`src/rtl/cpu_defs_pkg.sv`:
```
// Shared CPU datapath definitions used by the MEM/WB, ID and EX stages.
package cpu_defs;

    localparam int DATA_W   = 32;
    localparam int ADDR_W   = 5;
    localparam int NUM_REGS = 32;

    localparam logic [4:0] REG_ZERO = 5'd0;

endpackage

```
`src/rtl/wb_mux.sv`:
```
// Write-back source select: load data or ALU result. Also reused by the EX forwarding path.
module wb_mux
    import cpu_defs::*;
#(
    parameter int W = cpu_defs::DATA_W
) (
    input  logic         mem_to_reg_i,
    input  logic [W-1:0] read_data_i,
    input  logic [W-1:0] write_data_i,
    output logic [W-1:0] wb_data_o
);

    assign wb_data_o = mem_to_reg_i ? read_data_i : write_data_i;

endmodule

```
`src/rtl/wb_register_file.sv`:
```
// Write-back stage and architectural register file with write-through read bypass
// and a retired-write counter.
module wb_register_file
    import cpu_defs::*;
#(
    parameter int DATA_W   = cpu_defs::DATA_W,
    parameter int ADDR_W   = cpu_defs::ADDR_W,
    parameter int NUM_REGS = cpu_defs::NUM_REGS,
    parameter int CNT_W    = 32
) (
    input  logic              clk,
    input  logic              reset,
    input  logic              reg_write,
    input  logic              mem_to_reg,
    input  logic [DATA_W-1:0] read_data,
    input  logic [DATA_W-1:0] write_data,
    input  logic [ADDR_W-1:0] write_reg_addr,
    input  logic [ADDR_W-1:0] read_reg1_addr,
    input  logic [ADDR_W-1:0] read_reg2_addr,
    output logic [DATA_W-1:0] read_data1,
    output logic [DATA_W-1:0] read_data2,
    output logic [DATA_W-1:0] wb_data,
    output logic              wb_commit,
    output logic [CNT_W-1:0]  wb_count
);

    localparam logic [ADDR_W-1:0] ZERO_ADDR = ADDR_W'(REG_ZERO);

    logic [DATA_W-1:0] regs_q [NUM_REGS];
    logic [CNT_W-1:0]  cnt_q;
    logic [CNT_W-1:0]  cnt_d;

    wb_mux #(
        .W (DATA_W)
    ) u_wb_mux (
        .mem_to_reg_i (mem_to_reg),
        .read_data_i  (read_data),
        .write_data_i (write_data),
        .wb_data_o    (wb_data)
    );

    // Reset gates commit so a write presented while reset is high is dropped and never bypassed.
    assign wb_commit = reg_write && (write_reg_addr != ZERO_ADDR) && !reset;

    always_ff @(posedge clk or posedge reset) begin
        if (reset) begin
            for (int i = 0; i < NUM_REGS; i++) begin
                regs_q[i] <= '0;
            end
        end else if (wb_commit) begin
            regs_q[write_reg_addr] <= wb_data;
        end
    end

    always_comb begin
        cnt_d = cnt_q;
        if (wb_commit) begin
            cnt_d = cnt_q + CNT_W'(1);
        end
    end

    always_ff @(posedge clk or posedge reset) begin
        if (reset) begin
            cnt_q <= '0;
        end else begin
            cnt_q <= cnt_d;
        end
    end

    assign wb_count = cnt_q;

    // Bypass gives "write first half, read second half" so ID never needs WB forwarding.
    function automatic logic [DATA_W-1:0] read_port(input logic [ADDR_W-1:0] addr);
        logic [DATA_W-1:0] val;
        val = '0;
        if (reset || addr == ZERO_ADDR) begin
            val = '0;
        end else if (wb_commit && addr == write_reg_addr) begin
            val = wb_data;
        end else begin
            val = regs_q[addr];
        end
        return val;
    endfunction

    always_comb begin
        read_data1 = read_port(read_reg1_addr);
        read_data2 = read_port(read_reg2_addr);
    end

endmodule

```
`config.mk`:
```
export PLATFORM = sky130hd
export DESIGN_NAME = wb_register_file
export DESIGN_NICKNAME = d
export VERILOG_FILES = /design/src/rtl/cpu_defs_pkg.sv /design/src/rtl/wb_mux.sv /design/src/rtl/wb_register_file.sv
export SDC_FILE = /design/constraint.sdc
export NUM_CORES = 2
export LEC_CHECK = 0
export ABC_CLOCK_PERIOD_IN_PS = 32100
export BUFFER_PORTS_ARGS = -buffer_cell sky130_fd_sc_hd__clkbuf_2
export CAP_MARGIN = 15
export CORE_ASPECT_RATIO = 0.75
export CORE_MARGIN = 2
export CORE_UTILIZATION = 57
export DETAILED_ROUTE_END_ITERATION = 16
export PLACE_DENSITY = 0.77
export SYNTH_ARGS = -nofsm -noshare
export SYNTH_HDL_FRONTEND = slang
export SYNTH_SLANG_ARGS = --single-unit
```
`constraint.sdc`:
```
create_clock -name clk -period 32.1 [get_ports clk]
set_input_delay 4.815 -clock clk [delete_from_list [all_inputs] [get_ports clk]]
set_output_delay 4.815 -clock clk [all_outputs]
set_load 0.02 [all_outputs]
```
After elaboration in Yosys (flattened, before gate mapping)
Index checks and enable logic that the tools add are counted.
{ "totals": {"reg_bits": 1056, "output_inout_bits": 129, "inputBits": 83} }
{ "classes": {"muxes": 14, "bitwise": 3, "n_addsub": 1, "n_eq_ne": 2, "order_cmp": 4, "n_reduce_logical": 11} }
{ "op_table": {"columns": ["cell", "count"], "rows": [
  ["1024-bit bitwise mux", 1],
  ["32-bit binary-select mux with 5-bit select", 2],
  ["32-bit 2-to-1 mux", 10],
  ["32-bit demux with 5-bit select", 1],
  ["32-bit by 1-bit adder with 32-bit output, second input constant", 1],
  ["6-bit >= comparator, second input constant", 3],
  ["5-bit inverter with 6-bit output", 3],
  ["5-bit == test", 2],
  ["5-bit zero test", 2],
  ["6-bit by 1-bit < comparator with 1-bit output, second input constant", 1],
  ["1-bit logical AND", 5],
  ["5-bit nonzero test", 1],
  ["1-bit logical OR", 2],
  ["1-bit zero test", 1]
]} }

Longest topological paths before layout
{ "depth": {"ltp_word": 6, "ltp_mapped": 9, "mapped_depth_nobuf": 5} }

Modules after synthesis
Synthesis repeated with hierarchy kept, for this count alone.
{ "hier_totals": {"cells_unflattened": 4197, "area_unflattened_um2": 57674.1} }
{ "modules_own_cells": {"columns": ["module", "area_each_um2", "cells_per_inst", "seq_area_each_um2", "instances"], "rows": [
  ["wb_register_file", 57129.8, 4161, 26425.3, 1],
  ["wb_mux", 544.3, 36, 0.0, 1]
]} }

Worst setup path before layout
No wires, ideal clock.
{ "synth_timing": {"path_type": "input-to-output", "from": "in reset", "to": "out read_data1[10]", "path_buffers": 1, "setup_slack_ps": -2266, "cell_stages": 4, "arrival_time_ps": 29551, "required_ps": 27285, "path_cell_list": "inv_1 -> o311a_1 -> buf_1 -> a221o_1"} }
{ "synth_between": {"elab_chain_len": 5, "word_cells_on_any_way": 6, "cone_classes": "mux: 2; reduce/logical: 4"} }
{ "synth_lines": {"columns": ["element", "line_no", "rtl"], "rows": [
  ["start: declaration", "wb_register_file.sv:12", "input logic reset,"],
  ["1-bit zero test (no source line)", null, null],
  ["1-bit logical AND", "wb_register_file.sv:43", "assign wb_commit = reg_write && (write_reg_addr != ZERO_ADDR) && !reset;"],
  ["1-bit logical AND", "wb_register_file.sv:78", "end else if (wb_commit && addr == write_reg_addr) begin"],
  ["32-bit 2-to-1 mux", "wb_register_file.sv:78", null],
  ["32-bit 2-to-1 mux *", "wb_register_file.sv:76", "if (reset || addr == ZERO_ADDR) begin"],
  ["end: declaration", "wb_register_file.sv:20", "output logic [DATA_W-1:0] read_data1,"]
]} }
Mark *: on every way between the ends. The rest lies on a longest branch, timed or not.

Worst setup path after layout
{ "layout_timing": {"from": "in read_reg1_addr[0]", "to": "out read_data1[23]"} }
{ "layout_between": {"elab_chain_len": 6, "word_cells_on_any_way": 10, "cone_classes": "eq/ne: 1; mux: 5; bitwise: 1; reduce/logical: 3"} }
{ "layout_lines": {"columns": ["element", "line_no", "rtl"], "rows": [
  ["start: declaration", "wb_register_file.sv:18", "input logic [ADDR_W-1:0] read_reg1_addr,"],
  ["5-bit inverter with 6-bit output (implied by the code)", "wb_register_file.sv:81", "val = regs_q[addr];"],
  ["32-bit binary-select mux with 5-bit select", "wb_register_file.sv:81", null],
  ["32-bit 2-to-1 mux (implied by the code) (2 in a row)", "wb_register_file.sv:81", null],
  ["32-bit 2-to-1 mux", "wb_register_file.sv:78", null],
  ["32-bit 2-to-1 mux *", "wb_register_file.sv:76", null]
]} }
Mark *: on every way between the ends. The rest lies on a longest branch, timed or not. The select of a mux whose other input is x is not followed.

==> key figures <==
Power
  – Power Dens Cells: about 63 mW/mm^2
  – Maximum vdd ir drop: between 0.04 and 0.05 mV
  – Total power: 3.753 mW
  – Leakage power: around 26 nW

Synth
  – Synthesis Warnings: 0
  – Post-synthesis cell type with the largest combined area: sky130_fd_sc_hd__dfrtp_1
  – Syn Inst Count: 5038
  – Combined area of all synthesized cells: 0.05437 mm^2
  – Mean post-synth cell area: 10.79 um^2
  – Async set-reset flop share out of synthesis: 100.0%
  – Yosys cell types: 39
  – Yosys reg bits: 1056
  – Proportion of synthesized chip area in sequential cells: around half
  – Cell types with the largest area share after synthesis: sky130_fd_sc_hd__dfrtp_1, sky130_fd_sc_hd__mux4_2, sky130_fd_sc_hd__a21oi_1, sky130_fd_sc_hd__mux2i_1, sky130_fd_sc_hd__o21ai_0
  – Cell types with the highest counts after synthesis: sky130_fd_sc_hd__dfrtp_1, sky130_fd_sc_hd__nor2_1, sky130_fd_sc_hd__a21oi_1
  – Synthesized net count: between 5000 and 6000
  – Fraction of synthesized cell area taken by the top area cell type: between 40% and 50%
  – Count of flip-flops with a built-in enable after synthesis: 0
  – Predominant post-synthesis flop cell: sky130_fd_sc_hd__dfrtp_1
  – Cell with the most instances after synthesis: sky130_fd_sc_hd__dfrtp_1

STA
  – RSZ-0062 raised after global routing: false
  – Final critical path time including I/O delays and setup: 13.51 ns
  – Total negative slack: 0 ns
  – Number of max-slew violations in the final report: 0
  – Count of endpoints failing setup in the final report: 0
  – Worst max-slew margin expressed relative to the limit: 23.31%
  – Count of final hold-check violations: 0
  – Slew at the pin closest to its max-slew limit: 1.150 ns
  – FMAX: 0.07402 GHz
  – Share of the cycle needed by the critical path after routing: 42.09%
  – Worst setup skew after layout: ~0.016 ns

Route
  – Antenna violation net count after detailed routing: 0
  – Aggregate routed wire length: around 180000 um
  – Number of detailed-route iterations in the first pass: 8
  – DRT iter0 DRCs: just under 7000
  – WL per Instance: ~28 um
  – Per-cell via count in the routed design: 7.051
  – Vias after detailed routing: approximately 44000
  – Residual DRC: 0

Global routing
  – Global routing usage summed across all routing layers: 35.89%
  – Via count of the first global-routing pass: 42923
  – Maximum number of pins on one net before global-route repair: 182
  – GR Overflow Total: 0
  – Initial antenna violation count: 2
  – Global-route wire length before repair: 266000 um

Clock network
  – Post-cts hold buffer count: 0
  – H-tree levels: 3
  – Clock edge transition at the registers on the reported setup and hold paths: 0.06 ns
  – TritonCTS clock tree: built
  – Clock buffer depth: 3
  – Number of buffers added by the clock tree synthesis step: ~100
  – Later-pin clock latency in the skew report: 0.69 ns
  – Number of setup buffers added after CTS: 0
  – TritonCTS Sinks: 1056
  – Master cell of the clock root buffer: sky130_fd_sc_hd__clkbuf_16
  – Count of instances resized after the clock tree is built: 0

Floorplan
  – Die width: between 300 and 400 um
  – Placement row count: 98
  – Total Die Area: 0.09790 mm^2
  – Initial Utilization: 57.29%
  – Boundary Pins: ~210
  – Core area: approximately 0.095 mm^2
  – Height of the chip: 271.5 um

Worst setup path
  – Setup crit end kind: output pin
  – Kind of critical path: in2out
  – CP Max Fanout: 108
  – Buffers plus inverters on the worst setup path: 4
  – Cells along the critical path: buf_8, buf_12, buf_4, mux4_2, a22oi_1, o21ai_0, a221o_1, clkbuf_2
  – Worst path arrival time: 8.70 ns
  – Top delay family on crit path: buffers and inverters
  – Worst stage delay on the critical path: 0.83 ns
  – Crit path max-delay cell type: sky130_fd_sc_hd__buf_4
  – Required @ worst endpoint: 27.28 ns
  – Nature of the critical path startpoint: input port

Job
  – Number of max-cap violations: 0

Place
  – Count of port buffers added during placement: 211
  – Detailed-placement wirelength estimate: between 90000 and 100000 um
  – DP Area: 0.05597 mm^2
  – Weighted congestion at the end of routability-driven global placement: 0.8561
  – # placed instances: between 6000 and 7000

Cells and area
  – Final design area excluding fillers: between 0.05 and 0.06 mm^2
  – Layout Utilization: 62.80%
  – Post-layout net count: 5008
  – Fraction of final layout cells with drive strength greater than 1: about a fifth
  – Area growth from synthesis to layout: 9.619%
  – Final cell count without fillers: 6257

Min path
  – Type of the tightest min-delay check: reg2reg

Outcome
  – Status: complete, no violations
==> logic make-up after synthesis <==
family / Yosys count / share of synthesized area (%)
fa+ha+maj: 1 / 0.02301
buf+inv: 578 / 4.644
xor+xnor: 41 / 0.6605
flops: 1056 / 48.60
mux: 672 / 21.21
compound gates: 1511 / 16.34
simple gates: 1179 / 8.524
==> report_power, final <==
part	leakage (nW)	internal (mW)	switching, mW
sequential	13.8	1.55	0.179
clock	1.79	0.763	0.542
combinational	10.3	0.334	0.385
total	25.8	2.65	1.11
==> sequential cells by signal, summed over array words and instances, names as in the netlist <==
name	cells
regs_q	1024
wb_count	32
==> path summary, 6_finish.rpt <==
kind,to,slack (ns),depth (start not counted),start
max,read_data1[23],18.59,8,read_reg1_addr[0]
min,regs_q[996],0.40,0,regs_q[996]
max reg2reg,wb_count[19],29.98,4,wb_count[2]
min reg2reg,regs_q[996],0.40,0,regs_q[996]
max in group asynchronous,regs_q[812],23.77,6,reset
min in group asynchronous,regs_q[572],4.44,2,reset
==> stage by stage <==
| stage | setup slack [ns] | hold WS (ns) |
|---|---|---|
| after floorplan | 4.955 | 0.4413 |
| after global placement | 18.50 | 0.3763 |
| after detailed placement | 18.44 | 0.3836 |
| after CTS | 18.46 | 0.3972 |
| after global routing | 18.24 | 0.4063 |
| final | 18.59 | 0.3987 |
==> placed cells by master, fill, tap and decap left out, types with 4 or more instances in the layout <==
| cell type | n |
|---|---|
| sky130_fd_sc_hd__nand4_1 | 8 |
| sky130_fd_sc_hd__a221o_1 | 64 |
| sky130_fd_sc_hd__nand3b_1 | 5 |
| sky130_fd_sc_hd__clkinv_2 | 15 |
| sky130_fd_sc_hd__nor3_2 | 4 |
| sky130_fd_sc_hd__a221oi_1 | 128 |
| sky130_fd_sc_hd__o21ai_0 | 499 |
| sky130_fd_sc_hd__nor4_1 | 4 |
| sky130_fd_sc_hd__a21oi_1 | 608 |
| sky130_fd_sc_hd__clkbuf_2 | 206 |
| sky130_fd_sc_hd__clkinv_4 | 4 |
| sky130_fd_sc_hd__buf_8 | 4 |
| sky130_fd_sc_hd__buf_12 | 6 |
| sky130_fd_sc_hd__dfrtp_1 | 1056 |
| sky130_fd_sc_hd__mux4_2 | 384 |
| sky130_fd_sc_hd__clkbuf_16 | 105 |
| sky130_fd_sc_hd__mux2i_1 | 256 |
| sky130_fd_sc_hd__o21ai_1 | 14 |
| sky130_fd_sc_hd__nand3_1 | 14 |
| sky130_fd_sc_hd__and4_1 | 5 |
| sky130_fd_sc_hd__nor2b_4 | 5 |
| sky130_fd_sc_hd__xor2_1 | 4 |
| sky130_fd_sc_hd__nor3b_1 | 4 |
| sky130_fd_sc_hd__nand2_1 | 466 |
| sky130_fd_sc_hd__nor2_1 | 610 |
| sky130_fd_sc_hd__nor3_1 | 4 |
| sky130_fd_sc_hd__mux2i_4 | 6 |
| sky130_fd_sc_hd__nor2_4 | 22 |
| sky130_fd_sc_hd__bufinv_16 | 12 |
| sky130_fd_sc_hd__buf_4 | 106 |
| sky130_fd_sc_hd__clkinvlp_4 | 4 |
| sky130_fd_sc_hd__and3_1 | 5 |
| sky130_fd_sc_hd__inv_1 | 33 |
| sky130_fd_sc_hd__nand2_2 | 11 |
| sky130_fd_sc_hd__xnor2_1 | 37 |
| sky130_fd_sc_hd__clkbuf_1 | 16 |
| sky130_fd_sc_hd__a22oi_1 | 192 |
| sky130_fd_sc_hd__clkbuf_8 | 29 |
| sky130_fd_sc_hd__mux2i_2 | 26 |
==> final cells by class <==
cell class	count	area (um^2)
fill	7302	35310
sequential	1056	26430
multi-input combinational	3404	25830
clock buffer	150	3087
timing repair buffer	322	2007
tap	1250	1564
clock inverter	38	543.0
inverter	36	138.9
antenna	1	2.502
==> layer usage <==
metal  vias to the layer above  global-route usage [%]  share of wire (%)
met4                         2                   14.20                4.3
met1                     22129                   51.43                 38
met5                         -                       0             0.0062
met3                       575                   10.61                 14
met2                      3248                   51.92                 43
li1                      18163                       -                  -
Note: power is estimated with default switching activity, not from simulation.
